--- config.mk ---
export PLATFORM = sky130hd
export DESIGN_NAME = add_sub_serial
export DESIGN_NICKNAME = d
export VERILOG_FILES = /design/src/rtl/add_sub_serial.sv
export SDC_FILE = /design/constraint.sdc
export NUM_CORES = 1
export LEC_CHECK = 0
export ABC_AREA = 0
export BUFFER_PORTS_ARGS = -buffer_cell sky130_fd_sc_hd__buf_4
export CELL_PAD_IN_SITES_DETAIL_PLACEMENT = 0
export CELL_PAD_IN_SITES_GLOBAL_PLACEMENT = 1
export CORE_UTILIZATION = 40
export CTS_BUF_LIST = sky130_fd_sc_hd__clkbuf_8
export CTS_CLUSTER_DIAMETER = 60
export DETAILED_ROUTE_END_ITERATION = 10
export MAX_ROUTING_LAYER = met4
export PLACE_DENSITY_LB_ADDON = 0.1
export REMOVE_ABC_BUFFERS = 1
export SKIP_LAST_GASP = 1
export SYNTH_ARGS = -nofsm -noshare
export SYNTH_HDL_FRONTEND = slang
export SYNTH_SLANG_ARGS = --single-unit
export TNS_END_PERCENT = 20
--- constraint.sdc ---
create_clock -name clk -period 4 [get_ports clk]
set_input_delay 0.8 -clock clk [delete_from_list [all_inputs] [get_ports clk]]
set_output_delay 0.8 -clock clk [all_outputs]
set_load 0.05 [all_outputs]
--- src/rtl/add_sub_serial.sv ---
// add_sub_serial: digit-serial adder/subtractor with valid/ready handshakes.
// Processes DIGIT bits per CALC cycle over WIDTH-bit operands. Subtract is
// a + ~b + 1, so carry_out = 1 means "no borrow" for a subtract.
// Optional feature macro: ADD_SERIAL_OVF_EN adds the signed-overflow output ovf.
module add_sub_serial #(
    parameter int WIDTH = 8,
    parameter int DIGIT = 1
) (
    input  logic             clk,
    input  logic             rst,
    input  logic             in_valid,
    output logic             in_ready,
    input  logic [WIDTH-1:0] a,
    input  logic [WIDTH-1:0] b,
    input  logic             sub,
    output logic             out_valid,
    input  logic             out_ready,
    output logic [WIDTH-1:0] out,
`ifdef ADD_SERIAL_OVF_EN
    output logic             ovf,
`endif
    output logic             carry_out
);

    localparam int STEPS = WIDTH / DIGIT;
    localparam int CW    = (STEPS > 1) ? $clog2(STEPS) : 1;

    typedef enum logic [1:0] {
        IDLE = 2'd0,
        CALC = 2'd1,
        DONE = 2'd2
    } state_t;

    state_t           state_q, state_d;
    logic [WIDTH-1:0] a_q, a_d;
    logic [WIDTH-1:0] b_q, b_d;
    logic [WIDTH-1:0] out_q, out_d;
    logic [CW-1:0]    count_q, count_d;
    logic             carry_q, carry_d;
    logic             carry_out_q, carry_out_d;
    logic             in_ready_q, in_ready_d;
    logic             out_valid_q, out_valid_d;
`ifdef ADD_SERIAL_OVF_EN
    logic             ovf_q, ovf_d;
`endif

    logic [DIGIT:0]   digit_sum_s;
    logic [WIDTH-1:0] digit_ext_s;

    // Next-state and datapath: one DIGIT-wide add per CALC cycle, LSB digit first.
    always_comb begin
        state_d     = state_q;
        a_d         = a_q;
        b_d         = b_q;
        out_d       = out_q;
        count_d     = count_q;
        carry_d     = carry_q;
        carry_out_d = carry_out_q;
`ifdef ADD_SERIAL_OVF_EN
        ovf_d       = ovf_q;
`endif
        digit_sum_s = {1'b0, a_q[DIGIT-1:0]} + {1'b0, b_q[DIGIT-1:0]}
                    + {{DIGIT{1'b0}}, carry_q};
        // The new digit enters at the MSB end while the result shifts right.
        digit_ext_s = WIDTH'(digit_sum_s[DIGIT-1:0]);

        case (state_q)
            IDLE: begin
                if (in_valid) begin
                    a_d     = a;
                    b_d     = sub ? ~b : b;
                    carry_d = sub;
                    count_d = {CW{1'b0}};
                    out_d   = {WIDTH{1'b0}};
`ifdef ADD_SERIAL_OVF_EN
                    ovf_d   = 1'b0;
`endif
                    state_d = CALC;
                end else begin
                    state_d = IDLE;
                end
            end
            CALC: begin
                out_d   = (out_q >> DIGIT) | (digit_ext_s << (WIDTH - DIGIT));
                a_d     = a_q >> DIGIT;
                b_d     = b_q >> DIGIT;
                carry_d = digit_sum_s[DIGIT];
                if (count_q == CW'(STEPS - 1)) begin
                    // Final digit: hold count so it never wraps.
                    carry_out_d = digit_sum_s[DIGIT];
`ifdef ADD_SERIAL_OVF_EN
                    ovf_d = (a_q[DIGIT-1] == b_q[DIGIT-1])
                         && (digit_sum_s[DIGIT-1] != a_q[DIGIT-1]);
`endif
                    state_d = DONE;
                end else begin
                    count_d = count_q + CW'(1);
                    state_d = CALC;
                end
            end
            DONE: begin
                if (out_ready) begin
                    state_d = IDLE;
                end else begin
                    state_d = DONE;
                end
            end
            default: begin
                state_d = IDLE;
            end
        endcase

        in_ready_d  = (state_d == IDLE);
        out_valid_d = (state_d == DONE);
    end

    // State and output registers with synchronous active-high reset.
    always_ff @(posedge clk) begin
        if (rst) begin
            state_q     <= IDLE;
            a_q         <= {WIDTH{1'b0}};
            b_q         <= {WIDTH{1'b0}};
            out_q       <= {WIDTH{1'b0}};
            count_q     <= {CW{1'b0}};
            carry_q     <= 1'b0;
            carry_out_q <= 1'b0;
            in_ready_q  <= 1'b1;
            out_valid_q <= 1'b0;
`ifdef ADD_SERIAL_OVF_EN
            ovf_q       <= 1'b0;
`endif
        end else begin
            state_q     <= state_d;
            a_q         <= a_d;
            b_q         <= b_d;
            out_q       <= out_d;
            count_q     <= count_d;
            carry_q     <= carry_d;
            carry_out_q <= carry_out_d;
            in_ready_q  <= in_ready_d;
            out_valid_q <= out_valid_d;
`ifdef ADD_SERIAL_OVF_EN
            ovf_q       <= ovf_d;
`endif
        end
    end

    assign in_ready  = in_ready_q;
    assign out_valid = out_valid_q;
    assign out       = out_q;
    assign carry_out = carry_out_q;
`ifdef ADD_SERIAL_OVF_EN
    assign ovf       = ovf_q;
`endif

endmodule

==> results of run 1 <==
==> synth_stat cells, drive strengths merged, types with 2 or more instances <==
master,number,area share
o22ai,14,0.062
a22oi,17,0.091
nor3b,3,0.020
inv,6,0.016
dfxtp,33,0.47
o21bai,2,0.019
nor2,18,0.050
buf,5,0.036
a21oi,6,0.021
clkbuf,5,0.013
a211oi,6,0.032
nand3,3,0.011
a221oi,2,0.012
nand2b,3,0.013
ha,2,0.018
nand2,3,0.0080
or3b,2,0.012
xnor2,7,0.044
==> state kept, by name (all words and copies together) (netlist names) <==
register	count
a_q	8
b_q	8
carry_out	1
carry_q	1
count_q	3
in_ready	1
out	8
out_valid	1
state_q	2
==> final cells by class <==
cell class | count | area [sq um] | area share
clock buffer | 6 | 82.6 | 0.0482
clock inverter | 1 | 3.75 | 0.00219
inverter | 6 | 22.5 | 0.0131
multi-input combinational | 94 | 653 | 0.381
sequential | 33 | 661 | 0.386
tap | 46 | 57.6 | 0.0336
timing repair buffer | 31 | 233 | 0.136
==> cell families after synthesis <==
group | after synthesis
AO/OA/AOI/OAI | 50
XOR/XNOR | 8
adder cells (fa/ha/maj) | 3
buffers and inverters | 16
flip-flops | 33
AND/OR/NAND/NOR | 33
==> cells in the final DEF (no fill, tap or decap), types with 2 or more instances in the layout <==
cell type,instances
a211oi_1,6
a21oi_1,6
a221oi_1,2
a22oi_1,17
buf_4,31
clkbuf_8,6
dfxtp_1,33
ha_1,2
inv_1,7
nand2_1,3
nand2b_1,3
nand3_1,3
nor2_1,17
nor3b_1,2
o22ai_1,14
or3b_1,2
xnor2_1,7
==> worst max-delay path by stage <==
stage | slack, ps | from | end
2_1_floorplan | 2550 | in_valid | count_q[1]
3_3_place_gp | 2310 | in_valid | b_q[1]
3_5_place_dp | 2280 | in_valid | b_q[4]
4_1_cts | 2330 | out[5] | out[5]
5_1_grt | 2300 | out[6] | out[6]
6_report | 2340 | out[7] | out[7]
==> power by group <==
part / switching [mW] / total [mW] / internal (mW) / leakage (nW)
sequential: 0.0114 / 0.359 / 0.348 / 0.270
combinational: 0.0531 / 0.0984 / 0.0453 / 0.354
clock: 0.114 / 0.248 / 0.134 / 0.0485
==> routing by layer <==
layer,vias to the layer above,track usage,share of wire
met1,515,0.191,0.47
met5,-,-,0
met2,23,0.267,0.47
met3,4,0.0756,0.048
met4,0,0.0584,0.011
li1,576,-,-
==> worst register-to-register path, stage by stage, from the launching register on <==
cell and delay, ps:
dfxtp_1 550, nor2b_4 490, a21oi_1 160, a311oi_2 240
==> impl_metrics.py, run 1 <==
metrics = {
    "run_status": {
        "outcome": "finished, final reports clean",
    },
    "synthesis": {
        "synth_compound_gate_area_share": 0.259,
        "seq_area_frac_synth": 0.470,
        "synthAdderAreaFrac": 0.0321,
        "synth_top_family_by_area": "compound AO/OA/AOI/OAI gates",
        "avgSynthCellArea_sq_um": 9.83,
        "synth_cell_types": 28,
        "yosys_warnings": 0,
        "syn-cell-area_sq_um": 1410,
        "synth-simple-area-share": 0.124,
        "synthXorXnorAreaFrac": 0.0499,
        "async_reset_ff_frac": 0,
        "synth-edff-count": 0,
        "synth_cells": 143,
        "synth_seq_cells": 33,
        "ys.flop_type": "dfxtp_1",
        "synthMuxAreaShare": 0,
    },
    "place": {
        "pre_cts_ws_ps": 2280,
        "hpwl_microns": 1850,
        "placed_cell_area_sq_um": 1630,
        "dp.cells": 210,
        "finalWeightedCongestion": 0.699,
        "portBuffers": 31,
    },
    "hold_path": {
        "holdPathStages": 2,
        "min_to": "count_q[1]",
        "hold_path.startpoint": "count_q[1]",
        "hold_path.class": "flop to flop",
    },
    "global_route": {
        "grt_max_degree": 35,
        "grt_pass1_vias": 969,
        "grt_pass1_wl_microns": 4370,
        "gr-total-overflow": 0,
        "antenna_found_initial": 0,
        "grtUsageTotal": 0.170,
    },
    "floorplan": {
        "ios": 32,
        "fp.coreArea_sq_um": 3360,
        "rows": 21,
        "initial_utilization": 0.418,
        "die_w_microns": 61.3,
        "die_h_microns": 61.3,
        "die_area_sq_um": 3750,
    },
    "clock_tree": {
        "cts_inserted_buffers": 5,
        "clk_pin_slew_ps": 70,
        "cts_sinks": 33,
        "clock_latency_ps": 290,
        "post_cts_buffers": 0,
        "cts_root_buffer": "clkbuf_8",
        "clockBufferDepth": 2,
        "cts_tree": "yes",
        "hold_buffers": 0,
        "cts_resized": 0,
        "htree_levels": 2,
    },
    "timing": {
        "final_hold_viol_count": 0,
        "fmax_mhz": 602,
        "setup_ws_ps": 2340,
        "setup_violations": 0,
        "fin_skew_ps": 5.32,
        "fin_crit_ps": 1660,
        "final_max_slew_viol_count": 0,
        "max-slew-margin-rel": 0.691,
        "hold_ws_ps": 478,
        "rsz0062_at_grt": "false",
        "setup_tns_ps": 0,
        "worst_pin_slew_ps": 462,
        "post-route-period-util": 0.415,
    },
    "detailed_routing": {
        "firstDrtPassIters": 4,
        "final_antenna_net_count": 0,
        "vias_per_cell": 5.15,
        "route.detailed.wl_per_inst_microns": 13.0,
        "vias": 1118,
        "initialDrtViolationCount": 81,
        "drc": 0,
        "wl_microns": 2820,
    },
    "setup_path": {
        "cp.required_ps": 3200,
        "crit_chain": "buf_4",
        "worstSetupPathType": "flop to primary output",
        "cp_slowest_cell": "dfxtp_1",
        "timing.critical_path.buf_inv": 1,
        "r2r_start": "state_q[0]",
        "cp_max_fo": 3,
        "cp_num_cells": 1,
        "crit_arrival_ps": 860,
        "rrSetupSlack_ps": 2470,
        "crit_family": "flip-flops",
        "critPathLaunchType": "flop",
        "critPathCaptureType": "primary output",
        "cpPeakStageDelay_ps": 360,
        "r2r_cells": 3,
        "reg2reg_to": "carry_out",
    },
    "cells_and_area": {
        "nets": 195,
        "fill_cells": 331,
        "fin_area_sq_um": 1710,
        "diodes": 0,
        "instances_no_fill": 217,
        "area_delta_synth_final_pct": 21.9,
        "post-route-util": 0.509,
        "drive_gt1_frac": 0.251,
    },
    "power": {
        "total_power_mw": 0.705,
        "power_per_cell_area_nw_per_um2": 412,
        "ir_drop_mv": 0.238,
        "p_leak_nw": 0.672,
    },
    "flow_run": {
        "drv_cap": 0,
    },
}
Note: power is estimated with default switching activity, not from simulation.
==> run 2: changes to the inputs <==
--- a/config.mk
+++ b/config.mk
@@ -9,7 +9,7 @@
 export BUFFER_PORTS_ARGS = -buffer_cell sky130_fd_sc_hd__buf_4
 export CELL_PAD_IN_SITES_DETAIL_PLACEMENT = 0
 export CELL_PAD_IN_SITES_GLOBAL_PLACEMENT = 1
-export CORE_UTILIZATION = 40
+export CORE_UTILIZATION = 38
 export CTS_BUF_LIST = sky130_fd_sc_hd__clkbuf_8
 export CTS_CLUSTER_DIAMETER = 60
 export DETAILED_ROUTE_END_ITERATION = 10
==> constraint.sdc (replaced) <==
create_clock -name clk -period 1.5 [get_ports clk]
set_input_delay 0.3 -clock clk [delete_from_list [all_inputs] [get_ports clk]]
set_output_delay 0.3 -clock clk [all_outputs]
set_load 0.05 [all_outputs]
==> impl_metrics.py, run 2 (synthesized netlist as in run 1, its figures left out) <==
metrics = {
    "run_status": {
        "outcome": "finished, final reports clean",
    },
    "power": {
        "p_leak_nw": 0.710,
        "power_per_cell_area_nw_per_um2": 1040,
        "ir_drop_mv": 0.590,
    },
    "floorplan": {
        "die_w_microns": 62.8,
        "initial_utilization": 0.408,
        "ios": 32,
        "fp.coreArea_sq_um": 3440,
        "rows": 21,
        "die_area_sq_um": 3950,
        "die_h_microns": 62.8,
    },
    "detailed_routing": {
        "route.detailed.wl_per_inst_microns": 12.4,
        "final_antenna_net_count": 0,
        "vias": 1143,
        "initialDrtViolationCount": 49,
        "wl_microns": 2770,
        "firstDrtPassIters": 4,
        "vias_per_cell": 5.13,
        "drc": 0,
    },
    "timing": {
        "setup_ws_ps": 46.9,
        "fin_skew_ps": 4.45,
        "fin_crit_ps": 1450,
        "post-route-period-util": 0.969,
        "fmax_mhz": 688,
        "final_hold_viol_count": 0,
        "rsz0062_at_grt": "false",
        "worst_pin_slew_ps": 379,
        "setup_violations": 0,
        "final_max_slew_viol_count": 0,
        "max-slew-margin-rel": 0.747,
        "hold_ws_ps": 289,
        "setup_tns_ps": 0,
    },
    "place": {
        "hpwl_microns": 1980,
        "pre_cts_ws_ps": 62.7,
        "finalWeightedCongestion": 0.694,
        "dp.cells": 215,
        "portBuffers": 31,
    },
    "setup_path": {
        "critPathLaunchType": "flop",
        "worstSetupPathType": "flop to flop",
        "cp_max_fo": 4,
        "crit_arrival_ps": 1620,
        "r2r_cells": 5,
        "critPathCaptureType": "flop",
        "cp.required_ps": 1670,
    },
    "global_route": {
        "antenna_found_initial": 0,
        "grt_max_degree": 20,
        "grt_pass1_vias": 1114,
        "grt_pass1_wl_microns": 4870,
        "grtUsageTotal": 0.162,
        "gr-total-overflow": 0,
    },
    "clock_tree": {
        "cts_inserted_buffers": 5,
        "clockBufferDepth": 2,
        "clk_pin_slew_ps": 60,
        "htree_levels": 2,
        "cts_sinks": 33,
        "post_cts_buffers": 0,
        "cts_root_buffer": "clkbuf_8",
        "clock_latency_ps": 280,
        "cts_tree": "yes",
    },
    "cells_and_area": {
        "area_delta_synth_final_pct": 25.4,
        "drive_gt1_frac": 0.271,
        "nets": 200,
        "layout_commonest_cell": "buf_4",
        "final_cell_mix": "buf_4 (35), dfxtp_1 (33), nor2_1 (17), a22oi_1 (17), o22ai_1 (14)",
        "instances_no_fill": 223,
        "diodes": 0,
    },
    "hold_path": {
        "holdPathStages": 3,
        "hold_path.class": "input pin to flop",
    },
    "flow_run": {
        "drv_cap": 0,
    },
}
[run 2: cell count changes in the layout (fill, tap and decap cells not counted), sizes merged]
cell,before,now
clkbuf,6,5
inv,7,9
buf,31,36
[run 2: what timing repair did]
item | CTS | global route
setup endpoints to repair | 0 | 1
gates resized for setup | 0 | 1
hold buffers | 0 | 0
[run 2: layout make-up]
cell class	instances	area, sq um
clock buffers	5	68.8
clock inverters	3	11.3
fillers	339	1680
inverters	6	22.5
multi-input cells	94	658
flip-flops and latches	33	661
well taps	46	57.6
repair buffers	36	283
[run 2: final timing paths]
kind	from	to	slack (ps)
max	count_q[0]	count_q[2]	50
min	a[7]	a_q[7]	290
max reg2reg	count_q[0]	count_q[2]	50
min reg2reg	count_q[1]	count_q[1]	480
[run 2: through the flow]
step	total power [mW]	utilization	instance area [sq um]
after global routing	1.94	0.512	1760
after floorplan	1.14	-	1340
after global placement	1.25	0.487	1680
after CTS	1.86	0.510	1760
after detailed placement	1.26	0.487	1680
final	1.84	0.512	1760
[run 2: power breakdown]
group | leakage, nW | switching, mW | total, mW | internal [mW]
clock | 0.0519 | 0.288 | 0.597 | 0.308
combinational | 0.387 | 0.145 | 0.281 | 0.136
sequential | 0.270 | 0.0299 | 0.957 | 0.928
[run 2: routing by layer]
metal  up-vias  wire, microns  global-route usage
met5         -              0                   -
met4         0             62              0.0698
met3         7            110              0.0529
met2        27           1310               0.257
met1       522           1290               0.188
li1        587              -                   -
[run 2: worst max-delay path: stages (launching register included)]
cell	delay, ps
dfxtp_1	330
ha_1	200
ha_1	220
or3b_1	420
nand3_1	110
a21oi_1	60
==> run 3: changes to the inputs <==
--- a/config.mk
+++ b/config.mk
@@ -6,13 +6,15 @@
 export NUM_CORES = 1
 export LEC_CHECK = 0
 export ABC_AREA = 0
-export BUFFER_PORTS_ARGS = -buffer_cell sky130_fd_sc_hd__buf_4
 export CELL_PAD_IN_SITES_DETAIL_PLACEMENT = 0
 export CELL_PAD_IN_SITES_GLOBAL_PLACEMENT = 1
-export CORE_UTILIZATION = 38
+export CORE_ASPECT_RATIO = 0.8
+export CORE_UTILIZATION = 40
 export CTS_BUF_LIST = sky130_fd_sc_hd__clkbuf_8
 export CTS_CLUSTER_DIAMETER = 60
 export DETAILED_ROUTE_END_ITERATION = 10
+export DONT_BUFFER_PORTS = 1
+export GPL_TIMING_DRIVEN = 0
 export MAX_ROUTING_LAYER = met4
 export PLACE_DENSITY_LB_ADDON = 0.1
 export REMOVE_ABC_BUFFERS = 1
==> impl_metrics.py, run 3 (synthesized netlist as in run 1, its figures left out) <==
metrics = {
    "run_status": {
        "outcome": "finished, final reports clean",
    },
    "detailed_routing": {
        "drc": 0,
        "final_antenna_net_count": 0,
        "initialDrtViolationCount": 60,
        "firstDrtPassIters": 4,
        "vias": 1064,
        "route.detailed.wl_per_inst_microns": 15.1,
        "wl_microns": 2770,
        "vias_per_cell": 5.78,
    },
    "clock_tree": {
        "cts_tree": "yes",
        "clk_pin_slew_ps": 70,
        "cts_sinks": 33,
        "clock_latency_ps": 280,
        "clockBufferDepth": 2,
        "cts_inserted_buffers": 5,
        "cts_root_buffer": "clkbuf_8",
        "hold_buffers": 0,
        "htree_levels": 2,
    },
    "timing": {
        "fin_skew_ps": 7.31,
        "rsz0062_at_grt": "true",
        "final_max_slew_viol_count": 0,
        "max-slew-margin-rel": 0.625,
        "final_hold_viol_count": 0,
        "worst_pin_slew_ps": 561,
        "hold_ws_ps": 87.1,
        "fin_crit_ps": 1400,
        "post-route-period-util": 0.932,
        "fmax_mhz": 715,
        "setup_violations": 0,
    },
    "setup_path": {
        "r2r_cells": 5,
        "critPathCaptureType": "flop",
        "cp_max_fo": 5,
        "worstSetupPathType": "flop to flop",
        "crit_arrival_ps": 1580,
        "cp.required_ps": 1680,
        "r2r_start": "count_q[0]",
        "rrSetupSlack_ps": 100,
        "reg2reg_to": "count_q[2]",
        "critPathLaunchType": "flop",
    },
    "place": {
        "finalWeightedCongestion": 0.678,
        "hpwl_microns": 1820,
        "placed_cell_area_sq_um": 1390,
        "portBuffers": 0,
    },
    "floorplan": {
        "ios": 32,
        "die_w_microns": 68.3,
        "die_area_sq_um": 3760,
        "initial_utilization": 0.436,
        "fp.coreArea_sq_um": 3220,
        "rows": 18,
        "die_h_microns": 55.0,
    },
    "cells_and_area": {
        "diodes": 0,
        "post-route-util": 0.479,
        "final_cell_mix": "dfxtp_1 (32), nor2_1 (17), a22oi_1 (17)",
        "nets": 167,
        "area_delta_synth_final_pct": 9.88,
        "layout_commonest_cell": "dfxtp_1",
        "fin_area_sq_um": 1540,
        "drive_gt1_frac": 0.132,
    },
    "global_route": {
        "grt_pass1_vias": 956,
        "antenna_found_initial": 0,
        "grtUsageTotal": 0.167,
        "grt_max_degree": 35,
        "grt_pass1_wl_microns": 4350,
        "gr-total-overflow": 0,
    },
    "power": {
        "p_leak_nw": 0.549,
        "ir_drop_mv": 0.751,
        "power_per_cell_area_nw_per_um2": 1300,
    },
    "flow_run": {
        "drv_cap": 0,
    },
    "hold_path": {
        "hold_path.startpoint": "rst",
        "min_to": "a_q[3]",
        "holdPathStages": 1,
        "hold_path.class": "input pin to flop",
    },
}
-- run 3: final cells by class --
type / instances / area (sq um)
Timing Repair Buffer: 3 / 35.0
Inverter: 6 / 22.5
Clock buffer: 6 / 82.6
Fill cell: 302 / 1680
Sequential cell: 33 / 662
Multi-Input combinational cell: 94 / 658
Clock inverter: 2 / 33.8
Tap cell: 40 / 50.0
-- run 3: report_power, final --
group	switching, mW	leakage [nW]	internal, mW
clock	0.307	0.0626	0.534
combinational	0.0973	0.216	0.0984
sequential	0.0489	0.270	0.928
total	0.454	0.549	1.56
-- run 3: worst max-delay path, stage by stage, from the launching register on --
cell and delay [ps]:
dfxtp_1 330, ha_1 200, ha_2 210, or3b_4 400
nand3_1 100, a21oi_1 60
-- run 3: worst max-delay path by stage --
stage | endpoint | startpoint | slack [ps] | depth (start not counted)
3_3_place_gp | carry_out | state_q[0] | 20 | 3
5_1_grt | carry_q | a_q[0] | -4 | 5
4_1_cts | count_q[2] | count_q[0] | 6 | 5
2_1_floorplan | count_q[1] | count_q[0] | 120 | 5
3_5_place_dp | carry_out | state_q[0] | -20 | 3
6_report | count_q[2] | count_q[0] | 100 | 5
-- run 3: repair_timing --
action | CTS | global route
buffers inserted | 3 | 0
gates resized for setup | 0 | 3
setup endpoints to repair | 3 | 12
-- run 3: metal layers --
layer	wire, microns	vias up	share of wire	track usage
met4	29	0	0.010	0.0729
met1	1350	509	0.49	0.206
met2	1260	27	0.45	0.245
li1	-	523	-	-
met5	0	-	0	-
met3	132	5	0.048	0.0615
-- run 3: through the flow --
stage | worst slack [ps] | power, mW | setup TNS (ps) | cells
2_1_floorplan | 123 | 1.14 | 0 | 133
3_3_place_gp | 22.7 | 1.17 | 0 | 173
3_5_place_dp | -16.3 | 1.17 | -16.3 | 173
4_1_cts | 6.06 | 2.03 | 0 | 184
5_1_grt | -4.26 | 2.12 | -4.26 | 184
6_report | 102 | 2.01 | 0 | 184
